File: config.mk
export PLATFORM = sky130hd
export DESIGN_NAME = sys_arr_result_drain
export DESIGN_NICKNAME = d
export VERILOG_FILES = /design/src/rtl/dsp_sys_arr_pkg.sv /design/src/rtl/sys_arr_result_drain.sv
export SDC_FILE = /design/constraint.sdc
export NUM_CORES = 1
export LEC_CHECK = 0
export BUFFER_PORTS_ARGS = -buffer_cell sky130_fd_sc_hd__buf_2
export CORE_UTILIZATION = 40
export CTS_BUF_LIST = sky130_fd_sc_hd__clkbuf_16
export DETAILED_ROUTE_END_ITERATION = 10
export PLACE_DENSITY_LB_ADDON = 0.25
export SYNTH_ARGS = -nofsm -noshare
export SYNTH_HDL_FRONTEND = slang
export SYNTH_SLANG_ARGS = --single-unit
File: constraint.sdc
create_clock -name CLK -period 7.4 [get_ports CLK]
set_input_delay 1.48 -clock CLK [delete_from_list [all_inputs] [get_ports CLK]]
set_output_delay 1.48 -clock CLK [all_outputs]
set_load 0.1 [all_outputs]
File: src/rtl/dsp_sys_arr_pkg.sv
// Shared types for the systolic array datapath and its result drain.
// Holds the float element type, drain state encoding and a NaN helper.
package dsp_sys_arr_pkg;

    localparam int SF_W = 32;

    typedef struct packed {
        logic        sign;
        logic [7:0]  exponent;
        logic [22:0] mantissa;
    } single_float;

    typedef enum logic [1:0] {
        IDLE   = 2'd0,
        STREAM = 2'd1,
        DONE   = 2'd2
    } drain_state_t;

    function automatic logic is_nan(input single_float f);
        return (f.exponent == 8'hFF) && (f.mantissa != '0);
    endfunction

endpackage

File: src/rtl/sys_arr_result_drain.sv
// Snapshots the array result matrix on completion and streams it
// out row-major over a valid/ready port, one element per beat.
module sys_arr_result_drain
    import dsp_sys_arr_pkg::*;
#(
    parameter int ROWS = 2,
    parameter int COLS = 2,
    parameter int DW   = 32,
    localparam int RW  = (ROWS > 1) ? $clog2(ROWS) : 1,
    localparam int CW  = (COLS > 1) ? $clog2(COLS) : 1
) (
    input  logic                   CLK,
    input  logic                   RST,
    input  logic                   comp_done,
    input  logic                   error,
    input  logic [ROWS*COLS*DW-1:0] res_flat,
    output logic                   out_valid,
    input  logic                   out_ready,
    output logic [DW-1:0]          out_data,
    output logic [RW-1:0]          out_row,
    output logic [CW-1:0]          out_col,
    output logic                   out_last,
    output logic                   out_err,
    output logic                   out_nan,
    output logic                   busy,
    output logic                   drain_done,
    output logic                   overrun
);

    localparam logic [RW-1:0] ROW_LAST = RW'(ROWS - 1);
    localparam logic [CW-1:0] COL_LAST = CW'(COLS - 1);

    drain_state_t  state;
    logic          comp_done_q;
    logic          err_q;
    logic [RW-1:0] row;
    logic [CW-1:0] col;
    single_float   buffer [ROWS][COLS];
    single_float   cur;
    logic          start;
    logic          at_last;

    assign start   = comp_done & ~comp_done_q;
    assign at_last = (row == ROW_LAST) && (col == COL_LAST);
    assign cur     = buffer[row][col];

    // Delayed copy of comp_done for rising-edge detection.
    always_ff @(posedge CLK or posedge RST) begin
        if (RST) begin
            comp_done_q <= 1'b0;
        end else begin
            comp_done_q <= comp_done;
        end
    end

    // Capture, row-major index walk and overrun tracking.
    always_ff @(posedge CLK or posedge RST) begin
        if (RST) begin
            state   <= IDLE;
            row     <= '0;
            col     <= '0;
            err_q   <= 1'b0;
            overrun <= 1'b0;
            for (int r = 0; r < ROWS; r++) begin
                for (int c = 0; c < COLS; c++) begin
                    buffer[r][c] <= '0;
                end
            end
        end else begin
            unique case (state)
                IDLE: begin
                    if (start) begin
                        for (int r = 0; r < ROWS; r++) begin
                            for (int c = 0; c < COLS; c++) begin
                                buffer[r][c] <= single_float'(
                                    res_flat[(r*COLS+c)*DW +: DW]);
                            end
                        end
                        err_q <= error;
                        row   <= '0;
                        col   <= '0;
                        state <= STREAM;
                    end
                end
                STREAM: begin
                    if (start) begin
                        overrun <= 1'b1;
                    end
                    if (out_ready) begin
                        if (at_last) begin
                            state <= DONE;
                        end else if (col == COL_LAST) begin
                            col <= '0;
                            row <= row + 1'b1;
                        end else begin
                            col <= col + 1'b1;
                        end
                    end
                end
                DONE: begin
                    if (start) begin
                        overrun <= 1'b1;
                    end
                    state <= IDLE;
                end
                default: begin
                    state <= IDLE;
                end
            endcase
        end
    end

    // Beat outputs decode from state and the frozen buffer.
    always_comb begin
        out_valid  = (state == STREAM);
        busy       = (state != IDLE);
        drain_done = (state == DONE);
        out_data   = cur;
        out_row    = row;
        out_col    = col;
        out_last   = out_valid & at_last;
        out_err    = out_valid & err_q;
        out_nan    = out_valid & is_nan(cur);
    end

endmodule

# ---- Word-level counts from Yosys, hierarchy flattened
# Index checks and enable logic that the tools add are counted.
dict set report classes {
  add_sub_neg 2
  n_lt_le_gt_ge 2
  eq_ne 8
  muxes 19
  bitwise 7
  reduce_logical 12
}
# cell count
set ops {}
lappend ops {{$mux W64} 3}
lappend ops {{$mux W32} 3}
lappend ops {{$reduce_bool A23 Y1} 1}
lappend ops {{$eq A8 B8 Y1 const B} 1}
lappend ops {{$mux W1} 7}
lappend ops {{$mux W2} 3}
lappend ops {{$ne A2 B1 Y1 const B} 3}
lappend ops {{$reduce_and A5 Y1} 1}
lappend ops {{$and A1 B1 Y1} 4}
lappend ops {{$ge A2 B2 Y1 const B} 2}
lappend ops {{$ne A2 B2 Y1 const B} 2}
lappend ops {{$not A1 Y2} 2}
lappend ops {{$pmux W1 S2} 2}
lappend ops {{$pmux W2 S2} 1}
lappend ops {{$reduce_and A2 Y1} 2}
lappend ops {{$reduce_and A4 Y1} 1}
lappend ops {{$reduce_bool A2 Y1} 2}
lappend ops {{$reduce_and A3 Y1} 1}
lappend ops {{$add A1 B1 Y1 const B} 2}
lappend ops {{$eq A2 B1 Y1 const B} 1}
lappend ops {{$eq A2 B2 Y1 const B} 1}
lappend ops {{$logic_and A1 B1 Y1} 2}
lappend ops {{$logic_not A2 Y1} 1}
lappend ops {{$reduce_or A2 Y1} 1}
lappend ops {{$not A1 Y1} 1}
dict set report word_totals {
  ff_bits 135
  inputBits 133
  out_inout_bits 41
}

# ---- Logic depth before layout (Yosys ltp)
# Gate-level depths: netlist of the first run.
dict set report depth {
  word_depth 10
  depth_mapped 7
  mapped_depth_nobuf 6
}

# ---- Least setup slack after synthesis of the first run
# No wires, ideal clock.
dict set report synth_timing {
  kind {register -> output}
  from {reg col, in the netlist out_col}
  to {out out_nan}
  t_arrival_ps 4127
  path_slack_ps 1793
  path_stages_with_launch 6
  n_path_buf 1
  cell_sequence {dfrtp_1 -> buf_6 -> mux4_1 -> nand4_1 -> or3_1 -> a31oi_1}
}
dict set report synth_between {
  elab_chain_len 7
  word_cells_on_any_way 8
}
# element line
set synth_lines {}
lappend synth_lines {{start: declaration} sys_arr_result_drain.sv:37} ;# logic [CW-1:0] col;
lappend synth_lines {{start signal: assignment} sys_arr_result_drain.sv:96} ;# col <= col + 1'b1;
lappend synth_lines {{$not A1 Y2 (not written as such)} sys_arr_result_drain.sv:45} ;# assign cur = buffer[row][col];
lappend synth_lines {{$mux W32 (not written as such) (3 in a row)} sys_arr_result_drain.sv:45}
lappend synth_lines {{named net out_data[23]} sys_arr_result_drain.sv:19} ;# output logic [DW-1:0] out_data,
lappend synth_lines {{$eq A8 B8 Y1} dsp_sys_arr_pkg.sv:20} ;# return (f.exponent == 8'hFF) && (f.mantissa != '0);
lappend synth_lines {{$logic_and A1 B1 Y1} dsp_sys_arr_pkg.sv:20}
lappend synth_lines {{$and A1 B1 Y1} sys_arr_result_drain.sv:123} ;# out_nan = out_valid & is_nan(cur);
lappend synth_lines {{end: declaration} sys_arr_result_drain.sv:24} ;# output logic out_nan,
# The timed path passes the listed nets, and every way through them passes these cells. The select of a mux whose other input is x is not followed.

# ---- Worst setup path in the final report of the first run
dict set report layout_timing {
  from {reg col, in the netlist out_col}
  to {out out_nan}
}
dict set report layout_between {
  elab_chain_len 7
  word_cells_on_any_way 8
}
# element line
set layout_lines {}
lappend layout_lines {{$not A1 Y2 (not written as such) *} sys_arr_result_drain.sv:45}
lappend layout_lines {{$mux W32 (not written as such) * (3 in a row)} sys_arr_result_drain.sv:45}
lappend layout_lines {{$reduce_bool A23 Y1 / $eq A8 B8 Y1 (equally long branches)} dsp_sys_arr_pkg.sv:20}
lappend layout_lines {{$logic_and A1 B1 Y1 *} dsp_sys_arr_pkg.sv:20}
lappend layout_lines {{$and A1 B1 Y1 *} sys_arr_result_drain.sv:123}
# Every way passes the cells marked *; elsewhere a longest branch is shown, timed or not. The select of a mux whose other input is x is not followed.

==> results of run 1 <==
-- state kept, by name (all words and copies together) (netlist names) --
signal / flops
overrun: 1
err_q: 1
buffer: 128
comp_done_q: 1
out_row: 1
out_col: 1
state: 2
-- worst paths after layout --
| path | startpoint | end | slack [ns] | cells after the start |
|---|---|---|---|---|
| hold reg to reg | overrun | overrun | 0.45 | 1 |
| hold / removal | overrun | overrun | 0.45 | 1 |
| setup / recovery | out_col | out_nan | 2.60 | 6 |
| min in group asynchronous | RST | buffer[72] | 1.12 | 2 |
| setup reg to reg | state[0] | buffer[117] | 4.58 | 5 |
| max in group asynchronous | RST | out_row | 4.87 | 3 |
-- stage by stage --
stage,utilization (%),setup WS [ns]
5_1_grt,52.5,2.39
2_1_floorplan,-,1.79
4_1_cts,52.5,2.53
3_5_place_dp,47.8,2.99
6_report,52.5,2.60
3_3_place_gp,47.8,3.04
-- worst reg2reg max path: cells and delay by family, from the launching register on --
kind | cells | cell delay [ns]
muxes | 1 | 0.49
adders and majority gates | 1 | 0.30
and+or+nand+nor | 1 | 0.69
buffers and inverters | 2 | 0.85
DFF | 1 | 0.38
-- per-layer routing --
layer  global-route usage (%)  vias to the layer above  part of all wire [%]
li1                         -                     1696                     -
met1                     24.0                     1872                    45
met2                     28.3                      125                    46
met3                     6.92                       18                   7.4
met4                     6.59                        0                   1.5
met5                        0                        -                     0
-- kinds of logic (layout without fill, tap and decap cells) --
family / Yosys count / in the layout / synth area share, %
flops: 135 / 135 / 56.3
fa+ha+maj: 3 / 3 / 0.625
buf+inv: 27 / 212 / 2.90
mux: 163 / 163 / 37.1
compound gates: 11 / 11 / 1.08
simple gates: 22 / 22 / 2.00
-- layout make-up --
type	instances	area, sq um	share of cell area [%]
clock buffer	17	425	5.55
multi-input combinational	199	2460	32.1
sequential	135	3380	44.1
timing repair buffer	176	888	11.6
clock inverter	15	256	3.35
tap	184	230	3.01
inverter	4	20.0	0.261
-- placed cells by master (no fill, tap or decap), types with 3 or more instances in the layout --
master	netlist	final
buf_4	2	3
mux4_1	9	9
bufinv_16	0	7
nor4_1	5	5
clkbuf_16	0	17
ha_1	3	3
mux2_1	107	107
dfrtp_1	135	133
mux4_2	23	23
nand2_1	5	4
a21oi_1	6	6
inv_1	4	4
mux2_2	22	22
buf_2	14	173
==> reports/metrics.cfg, run 1 <==
[timing]
whs_ns = 0.452
finalSetupViolCount = 0
skew_ns = 0.00590
drv_slew = 0
fin_crit_sh_pct = 64.8
rsz0062_at_grt = false
fin_tns_setup_ns = 0
hold_viol = 0
fmax_mhz = 208
min_period_ns = 4.80
max-slew-margin-rel_pct = 37.1
tightestPinTransition_ns = 0.943

[placement]
hpwl_mm = 9.24
gp_congestion = 0.726
dpl-instance-area_sq_um = 6980
portBuffers = 173
dp_cells = 698

[critical_path]
timing.critical_path.buf_inv = 2
cp.arrival_ns = 3.32
cp-end-kind = output pin
crit_family = flip-flops
required_ns = 5.92
crit_slowest_cell = dfrtp_2
path_cells = buf_4 > mux4_1 > nor4_1 > and4_1 > a31oi_1 > buf_2
crit_fanout = 21
crit_path_start_kind = flip-flop
slowest_delay_ns = 0.76
worstSetupPathType = reg -> out

[floorplanning]
dieWidth_um = 124
core-area_sq_um = 14600
die_h_um = 124
die-area_sq_um = 15500
initial_core_util_pct = 41.1
io-pin-count = 174
rows = 44

[global_routing]
globalRoute.totalOverflow = 0
track_usage_pct = 18.5
grt_pass1_vias = 4094
grt_max_degree = 72
grt_first_pass_wirelength_mm = 21.9
grt_antenna_before_repair = 0

[cells_and_area]
final_area_sq_um = 7660
antenna_cells = 0
layout.cells.non_filler = 730
fillers = 1224
drive_gt1_share_pct = 46.5
area_growth_pct = 27.6
nNetsFinal = 669

[detailed_routing]
drt-wirelength-per-cell_um = 18.0
drt_pass1_iterations = 4
drc = 0
vias = 3711
ant_nets = 0
vias_per_cell = 5.08
drt-initial-drc-count = 175
wl_mm = 13.1

[yosys]
ys_ff_latch = 135
synth.avg_cell_area_sq_um = 16.6
synthTopCellsByArea = dfrtp_1 56%, mux2_1 20%, mux4_2 8.6%, mux2_2 4.1%, mux4_1 3.9%
synth-edff-count = 0
netlist_area_sq_um = 6000
synthFlopType = dfrtp_1
synth_top_area_share_pct = 56.3
synth_top_cells_by_count = 135 x dfrtp_1, 107 x mux2_1, 23 x mux4_2
ys_types = 29
synth_nets = 497
ys_warn_count = 0
synth.most_common_cell = dfrtp_1
synth_top_cell_by_area = dfrtp_1
async_flop_share_pct = 100
yosysSeqAreaShare_pct = 56.3
synthCells = 361

[cts]
insertion_delay_ns = 0.42
ctsHoldBuffers = 0
cts_inserted_buffers = 17
cts_htree_levels = 4
cts_resized = 0
post_cts_buffers = 0
cts.clk_slew.worst_paths_ns = 0.06
cts_root_buffer = clkbuf_16
cts_sinks = 135
cts_tree = done
clockBufferDepth = 2

[outcome]
outcome = finished clean

[job]
maxCapViolCount = 0

[min_path]
hp-class = reg -> reg

Power of run 1 is not shown: default switching activity piles up to over one toggle a cycle in this logic, so the estimate is an artifact.
==> inputs of run 2 (changes only) <==
Settings changed: ABC_AREA set to 1.
Clock period 7.4 ns to 4.4 ns, I/O delays scaled along.
==> run 2 against run 1 <==
- worst setup slack lost 1.9 ns
- via count grew 55%
- critical path depth grew 2
- global-route usage grew 3.0 points
- utilization shrank 2.9 points
- worst hold slack gained 0.013 ns
- cell area grew 2.5%
- wire length grew 29%
- critical path type unchanged
- critical endpoint unchanged
- highest routed layer is now met5
==> reports/metrics.cfg, run 2 <==
[cts]
cts.clk_slew.worst_paths_ns = 0.06
cts_tree = done
post_cts_buffers = 0
cts_resized = 0
cts_inserted_buffers = 17
cts_root_buffer = clkbuf_16
cts_sinks = 135
cts_htree_levels = 4
insertion_delay_ns = 0.42
ctsHoldBuffers = 0
clockBufferDepth = 2

[floorplanning]
initial_core_util_pct = 40.7
core-area_sq_um = 15800
rows = 46
die-area_sq_um = 16600
io-pin-count = 174
die_h_um = 129
dieWidth_um = 129

[timing]
tightestPinTransition_ns = 0.944
min_period_ns = 3.68
finalSetupViolCount = 0
drv_slew = 0
whs_ns = 0.466
fin_crit_sh_pct = 83.7
fin_tns_setup_ns = 0
rsz0062_at_grt = false
hold_viol = 0
max-slew-margin-rel_pct = 37.1
skew_ns = 0.00685
fmax_mhz = 272

[cells_and_area]
fillers = 1657
nNetsFinal = 1149
final_common_cell = nand2_1
layout_common_cells = 515 x nand2_1, 173 x buf_2, 133 x dfrtp_1, 51 x inv_1, 48 x nand3_1
reg_top3 = buffer (128), state (2)
largest_reg_flops = 128
area_growth_pct = 21.9
utilization_pct = 49.6
top_register = buffer
drive_gt1_share_pct = 20.8

[job]
maxCapViolCount = 0

[detailed_routing]
drt_pass1_iterations = 6
drc = 0
vias = 5741
ant_nets = 0
drt-wirelength-per-cell_um = 13.6
drt-initial-drc-count = 331
vias_per_cell = 4.63
wl_mm = 16.9

[critical_path]
worstSetupPathType = reg -> out
cp.arrival_ns = 2.80
required_ns = 3.52
path_cells = buf_4 > nand2_1 > nand3_1 > nand2_1 > nand4_1 > nor2_1 > a21oi_2 > buf_2
crit_path_start_kind = flip-flop
slowest_delay_ns = 0.76
cp-end-kind = output pin
r2r_cells = 8
reg2reg_from = state[0]
crit_slowest_cell = dfrtp_2
regToRegEndpoint = buffer[43]
crit_family = buffers and inverters
crit_top_cell = nand2_1
crit_fanout = 32
reg2reg_slack_ns = 1.82
timing.critical_path.buf_inv = 2

[min_path]
min_from = overrun
holdPathStages = 1
hold_end = overrun
hp-class = reg -> reg

[yosys]
ys_types = 24
synth.most_common_cell = nand2_1
synthFlopType = dfrtp_1
synth_top_cells_by_count = 515 x nand2_1, 135 x dfrtp_1, 48 x nand3_1
synth_nets = 999
synth_top_area_share_pct = 52.5
synthTopCellsByArea = dfrtp_1 52%, nand2_1 30%, nand3_1 3.7%, inv_1 2.6%, buf_6 2.1%
synth.avg_cell_area_sq_um = 7.46
yosysSeqAreaShare_pct = 52.5
netlist_area_sq_um = 6440
synth_top_cell_by_area = dfrtp_1
ys_ff_latch = 135
synth-edff-count = 0
async_flop_share_pct = 100
synthCells = 863
ys_warn_count = 0

[global_routing]
grt_antenna_before_repair = 2
grt_max_degree = 136
track_usage_pct = 21.5
grt_first_pass_wirelength_mm = 27.2
globalRoute.totalOverflow = 0
grt_pass1_vias = 5415

[placement]
hpwl_mm = 11.1
gp_congestion = 0.755
portBuffers = 173

[outcome]
outcome = finished clean

-- run 2: cell count changes after synthesis, moves of 16 or more --
cell and delta:
nand2_1 +510, mux2_1 -107, nand3_1 +46, inv_1 +41, mux4_2 -23, mux2_2 -22
o21ai_0 +21, nor2_1 +16
-- run 2: how the worst max path moves through the flow --
stage	from	endpoint	slack [ns]	cells after the start
6_report	out_row	out_nan	0.72	8
5_1_grt	out_row	out_nan	0.57	10
4_1_cts	out_row	out_nan	0.70	8
3_5_place_dp	out_row	out_nan	1.16	8
3_3_place_gp	out_row	out_nan	1.20	8
2_1_floorplan	out_row	out_nan	0.24	9
-- run 2: cells by family after synthesis --
logic type | after synthesis | share of synthesized area, %
adder cells (fa/ha/maj) | 3 | 0.583
AO/OA/AOI/OAI | 41 | 3.75
AND/OR/NAND/NOR | 588 | 35.6
buffers and inverters | 96 | 7.65
flip-flops | 135 | 52.5
-- run 2: through the flow --
stage	instance area, sq um	cells	setup slack, ns
after global routing	7850	1240	0.574
after CTS	7850	1240	0.705
after global placement	7340	1210	1.20
after floorplan	6450	863	0.242
after detailed placement	7340	1210	1.16
final	7850	1241	0.719
-- run 2: routing by layer --
metal	wire [um]	track usage [%]	vias to the layer above
li1	-	-	2940
met1	8180	29.6	2645
met2	7710	33.0	143
met3	869	6.20	11
met4	121	5.61	2
met5	13	0	-
-- run 2: final cells by class --
type | count | area (sq um) | share of cell area (%)
Antenna cell | 1 | 2.50 | 0.0319
Clock buffer | 17 | 425 | 5.42
Clock inverter | 13 | 80.1 | 1.02
Inverter | 48 | 194 | 2.47
Multi-Input combinational cell | 632 | 2570 | 32.8
Sequential cell | 135 | 3380 | 43.1
Tap cell | 216 | 270 | 3.44
Timing Repair Buffer | 179 | 923 | 11.8
Power of run 2 is left out for the same reason.
